$ cat config.mk
export PLATFORM = sky130hd
export DESIGN_NAME = vmu_add_seq
export DESIGN_NICKNAME = d
export VERILOG_FILES = /design/src/rtl/vmu_add_seq.sv
export SDC_FILE = /design/constraint.sdc
export NUM_CORES = 1
export LEC_CHECK = 0
export CORE_AREA = 2 2 172 174
export CTS_BUF_LIST = sky130_fd_sc_hd__clkbuf_4
export DETAILED_ROUTE_END_ITERATION = 7
export DIE_AREA = 0 0 174 176
export MAX_ROUTING_LAYER = met4
export PLACE_DENSITY = 0.48
export SLEW_MARGIN = 20
export SYNTH_ARGS = -nofsm -noshare
export SYNTH_HDL_FRONTEND = slang
export SYNTH_SLANG_ARGS = --single-unit
$ cat constraint.sdc
create_clock -name clk -period 3.8 [get_ports clk]
set_input_delay 0.38 -clock clk [delete_from_list [all_inputs] [get_ports clk]]
set_output_delay 0.38 -clock clk [all_outputs]
set_load 0.02 [all_outputs]
$ cat src/rtl/vmu_add_seq.sv
// vmu_add_seq: command sequencer feeding the VMU adder (reduce / subtract).
// Ports: cmd_* command, in_* beat stream, add_* adder side, sum_*/vec_* results.
module vmu_add_seq #(
  parameter int DATA_W = 16,
  parameter int LEN_W  = 8,
  parameter int ACC_W  = DATA_W + LEN_W
) (
  input  logic                  clk,
  input  logic                  rst,
  input  logic                  cmd_valid,
  output logic                  cmd_ready,
  input  logic                  cmd_op,
  input  logic [LEN_W-1:0]      cmd_len,
  input  logic                  in_valid,
  output logic                  in_ready,
  input  logic [8*DATA_W-1:0]   in_data,
  output logic                  add_mode,
  output logic [8*DATA_W-1:0]   add_din,
  input  logic [DATA_W-1:0]     add_dout,
  input  logic [4*DATA_W-1:0]   add_dout_vec,
  output logic                  sum_valid,
  output logic [ACC_W-1:0]      sum_data,
  output logic                  vec_valid,
  output logic [4*DATA_W-1:0]   vec_data,
  output logic                  vec_last,
  output logic                  busy,
  output logic                  done
);

  typedef enum logic [2:0] {
    S_IDLE,
    S_RED,
    S_SUB,
    S_DRAIN,
    S_DONE
  } state_t;

  state_t             state;
  logic [LEN_W-1:0]   cnt;
  logic [ACC_W-1:0]   acc;
  logic               done_q;
  logic               sumv_q;
  logic               vecv_q;
  logic               vlast_q;
  logic               accept;
  logic               xfer;
  logic               last;
  logic [ACC_W-1:0]   dout_ext;

  // rst gates cmd_ready so it reads 0 while reset is held
  assign cmd_ready = rst && (state == S_IDLE);
  assign in_ready  = ((state == S_RED) || (state == S_SUB))
                     && (cnt != '0);
  assign accept    = cmd_valid && cmd_ready;
  assign xfer      = in_valid && in_ready;
  assign last      = xfer && (cnt == LEN_W'(1));
  assign add_mode  = (state == S_SUB);
  assign add_din   = xfer ? in_data : '0;
  assign dout_ext  = {{(ACC_W-DATA_W){add_dout[DATA_W-1]}},
                      add_dout};

  assign busy      = (state != S_IDLE);
  assign done      = done_q;
  assign sum_valid = sumv_q;
  assign sum_data  = acc;
  assign vec_valid = vecv_q;
  assign vec_last  = vlast_q;
  // adder vector is registered; pass it only when framed
  assign vec_data  = vecv_q ? add_dout_vec : '0;

  always_ff @(posedge clk or negedge rst) begin
    if (!rst) begin
      state   <= S_IDLE;
      cnt     <= '0;
      acc     <= '0;
      done_q  <= 1'b0;
      sumv_q  <= 1'b0;
      vecv_q  <= 1'b0;
      vlast_q <= 1'b0;
    end else begin
      done_q  <= 1'b0;
      sumv_q  <= 1'b0;
      vecv_q  <= 1'b0;
      vlast_q <= 1'b0;
      unique case (state)
        S_IDLE: begin
          if (accept) begin
            cnt <= cmd_len;
            acc <= '0;
            if (cmd_len == '0) begin
              state  <= S_DONE;
              done_q <= 1'b1;
              sumv_q <= ~cmd_op;
            end else begin
              state <= cmd_op ? S_SUB : S_RED;
            end
          end
        end
        S_RED: begin
          if (xfer) begin
            acc <= acc + dout_ext;
            cnt <= cnt - LEN_W'(1);
            if (last) begin
              state  <= S_DONE;
              done_q <= 1'b1;
              sumv_q <= 1'b1;
            end
          end
        end
        S_SUB: begin
          if (xfer) begin
            cnt    <= cnt - LEN_W'(1);
            vecv_q <= 1'b1;
            if (last) begin
              state   <= S_DRAIN;
              vlast_q <= 1'b1;
            end
          end
        end
        S_DRAIN: begin
          state  <= S_DONE;
          done_q <= 1'b1;
        end
        S_DONE: begin
          state <= S_IDLE;
        end
        default: begin
          state <= S_IDLE;
        end
      endcase
    end
  end

endmodule

==> results.yml, run 1 <==
worst_setup_path:
  worst-path-max-fanout: 91
  crit_chain: "xor2_1, and3_4, buf_12, and3_1, clkdlybuf4s50_1"
  cp.required_ns: 3.42
  critPathKind: "flip-flop to output port"
  cpPeakStageDelay_ns: 0.63
  end_kind: "output port"
  cp-start-kind: "flip-flop"
  worstPathArrival_ns: 2.98
  crit_slowest_cell: "clkdlybuf4s50_1"
yosys:
  synthDistinctLibCells: 51
  yosysSeqAreaShare_pct: 22.1
  syn-cell-area_um2: 4420
  ys_ff_latch: 39
  syn_inst: 604
  synth_edf_count: 0
  synth-simple-area-share_pct: 42.6
  syn_nets: 852
  synth_mux_area_share_pct: 0.452
  synth-compound-area-share_pct: 18.1
  yosys_warnings: 0
  synthXorXnorAreaFrac_pct: 3.37
  synth_top_family_by_area: "simple AND/OR/NAND/NOR gates"
  synth_ff_type: "dfrtp_1"
  synth_fa_ha_area_share_pct: 7.81
  syn_area_per_cell_um2: 7.32
  async_flop_share_pct: 100
clocking:
  cts_buffers: 5
  cts_tree: "yes"
  insertion_delay_ns: 0.38
  clock-sinks: 39
  cts-resized-gates: 0
  cts_buffer_depth: 2
  h-tree-depth: 2
  clock-root-buffer: "clkbuf_4"
  path_clk_slew_ns: 0.14
detailed_routing:
  wire_per_inst_um: 21.8
  vias: 6246
  routed_via_density: 4.44
  wl_met3_um: 2830
  wl_met2_um: 14300
  initialDrtViolationCount: 397
  wl_um: 30600
  ant_nets: 0
  dr.pass1.iters: 5
  routed.top_layer: "met4"
  drcViolationCount: 0
  m1WireLength_um: 13100
pwr:
  p_leak_uw: 0.00407
  power_density_nw_per_um2: 527
  power_uw: 4910
  ir_drop_v: 0.000218
final_layout:
  nets: 1260
  area_growth_pct: 111
  final_common_cell: "clkdlybuf4s50_1"
  fin_cells: 1406
  fill_cells: 3082
  layout_common_cells: "clkdlybuf4s50_1 (443), and3_1 (131), and2_1 (69)"
  drive_gt1_share_pct: 2.07
sta:
  layout_setup_ws_ns: 0.438
  setup_viol: 0
  slew_headroom_pct: 40.9
  hold_viol: 0
  period_share_pct: 88.5
  period_minus_slack_ns: 3.36
  fmax_ghz: 0.297
  slew_viol_final: 0
  grt_setup_unrepaired: "no"
  tns_ns: 0
  worst_pin_slew_ns: 0.886
  hold_slack_ns: 0.515
  skew_ns: 0.0165
grt:
  grt_overflow_total: 0
  antenna_found_initial: 17
  grt_first_pass_wirelength_um: 42500
  grt_max_degree: 132
  first_global_vias: 6186
  grt_usage_pct: 19.3
placement:
  dp.final_hpwl_um: 25600
  io_buffer_count: 444
  dp_slack_ns: 0.590
  dp.cells: 1388
  gp_congestion: 0.838
floorplanning:
  pin_count: 445
  core_area_um2: 28500
  die_w_um: 174
  start_util_pct: 15.5
  rows: 62
  dieArea_um2: 30600
  die_h_um: 176
status:
  status: "complete, no violations"
flow_run:
  maxCapViolCount: 0
worst_hold_path:
  hp-class: "input pin to asynchronous set/reset pin"
==> path summary, 6_finish.rpt <==
| check | startpoint | cells after the start | end | slack (ns) |
|---|---|---|---|---|
| worst max-delay path | state[0] | 5 | add_din[7] | 0.44 |
| worst min-delay path | rst | 2 | sum_data[1] | 0.52 |
| worst max register to register | state[0] | 7 | sum_data[16] | 0.85 |
| worst min register to register | sum_data[23] | 1 | sum_data[23] | 0.52 |
| max in group asynchronous | rst | 3 | vec_valid | 2.55 |
| min in group clk | sum_data[23] | 1 | sum_data[23] | 0.52 |
==> power by group <==
| group | internal [µW] | total, µW | switching [µW] |
|---|---|---|---|
| registers | 554 | 736 | 182 |
| logic | 1780 | 3870 | 2090 |
| clock network | 139 | 307 | 168 |
==> critical path: cells and delay by family, from the launching register on <==
kind / cells / cell delay (ns)
buffers and inverters: 2 / 0.96
AND/OR/NAND/NOR: 2 / 0.77
flip-flops: 1 / 0.59
XOR/XNOR: 1 / 0.28
==> flip-flops by register name (all words and copies together) (netlist names) <==
register	flops
done	1
vec_last	1
sum_data	24
vec_valid	1
sum_valid	1
cnt	8
state	3
==> cell families after synthesis <==
logic type,Yosys count
fa+ha+maj,27
simple gates,334
flops,39
xor+xnor,17
buf+inv,60
compound gates,125
mux,2
==> through the flow <==
step | util [%] | cell area [µm²]
floorplan | - | 4420
global placement | 32.3 | 9210
detailed placement | 32.3 | 9210
CTS | 32.6 | 9300
global route | 32.6 | 9310
finish | 32.7 | 9320
==> cells in the mapped netlist, types with 2 or more instances <==
cell type	instances	area (µm²)
dfrtp_1	39	976
nand2_1	56	210
o21bai_1	4	30.0
and2_1	69	432
nand3_1	16	80.1
xor2_1	6	52.6
a31oi_1	3	18.8
o211a_1	3	30.0
o21a_1	3	22.5
o311a_1	2	20.0
nand4_1	6	37.5
buf_4	3	22.5
a22o_1	5	43.8
a21o_1	11	82.6
ha_1	26	325
nor3_1	13	65.1
xnor2_1	11	96.3
a22oi_1	2	15.0
o211ai_1	4	30.0
nand2b_1	3	18.8
inv_1	11	41.3
a21oi_1	33	165
and3_1	132	826
or3_1	3	18.8
o22ai_1	2	12.5
or4_1	6	45.0
a211oi_1	2	15.0
clkbuf_1	39	146
nor2_1	20	75.1
nor4_1	3	18.8
o21ai_0	32	160
mux2i_1	2	20.0
buf_2	6	30.0
o31ai_1	11	82.6
==> repair_timing <==
item / CTS / global route
hold endpoints to repair: 14 / 0
hold buffers: 1 / 0
setup endpoints to repair: 0 / 0
buffers inserted: 0 / 0
==> per-layer routing <==
layer / global-route usage, % / vias to the layer above
met3: 5.90 / 34
met1: 24.7 / 2882
met4: 3.12 / 0
met2: 30.5 / 319
li1: - / 3011
met5: - / -
==> area by class of cell <==
| cell class | instances | area [µm²] | share of cell area (%) |
|---|---|---|---|
| inverter | 11 | 41.3 | 0.443 |
| clock inverter | 3 | 43.8 | 0.470 |
| sequential | 39 | 977 | 10.5 |
| antenna | 9 | 22.5 | 0.242 |
| timing repair buffer | 450 | 4510 | 48.4 |
| tap | 384 | 480 | 5.15 |
| multi-input combinational | 505 | 3210 | 34.4 |
| clock buffer | 5 | 37.5 | 0.403 |
No activity file was read; power rests on OpenSTA's default activity.
==> run 2: changes to the inputs <==
--- a/config.mk
+++ b/config.mk
@@ -7,6 +7,7 @@
 export LEC_CHECK = 0
 export CORE_AREA = 2 2 172 174
 export CTS_BUF_LIST = sky130_fd_sc_hd__clkbuf_4
+export CTS_CLUSTER_DIAMETER = 120
 export DETAILED_ROUTE_END_ITERATION = 7
 export DIE_AREA = 0 0 174 176
 export MAX_ROUTING_LAYER = met4
==> results of run 2 <==
Final layout, timing and power as in run 1 (identical DEF).
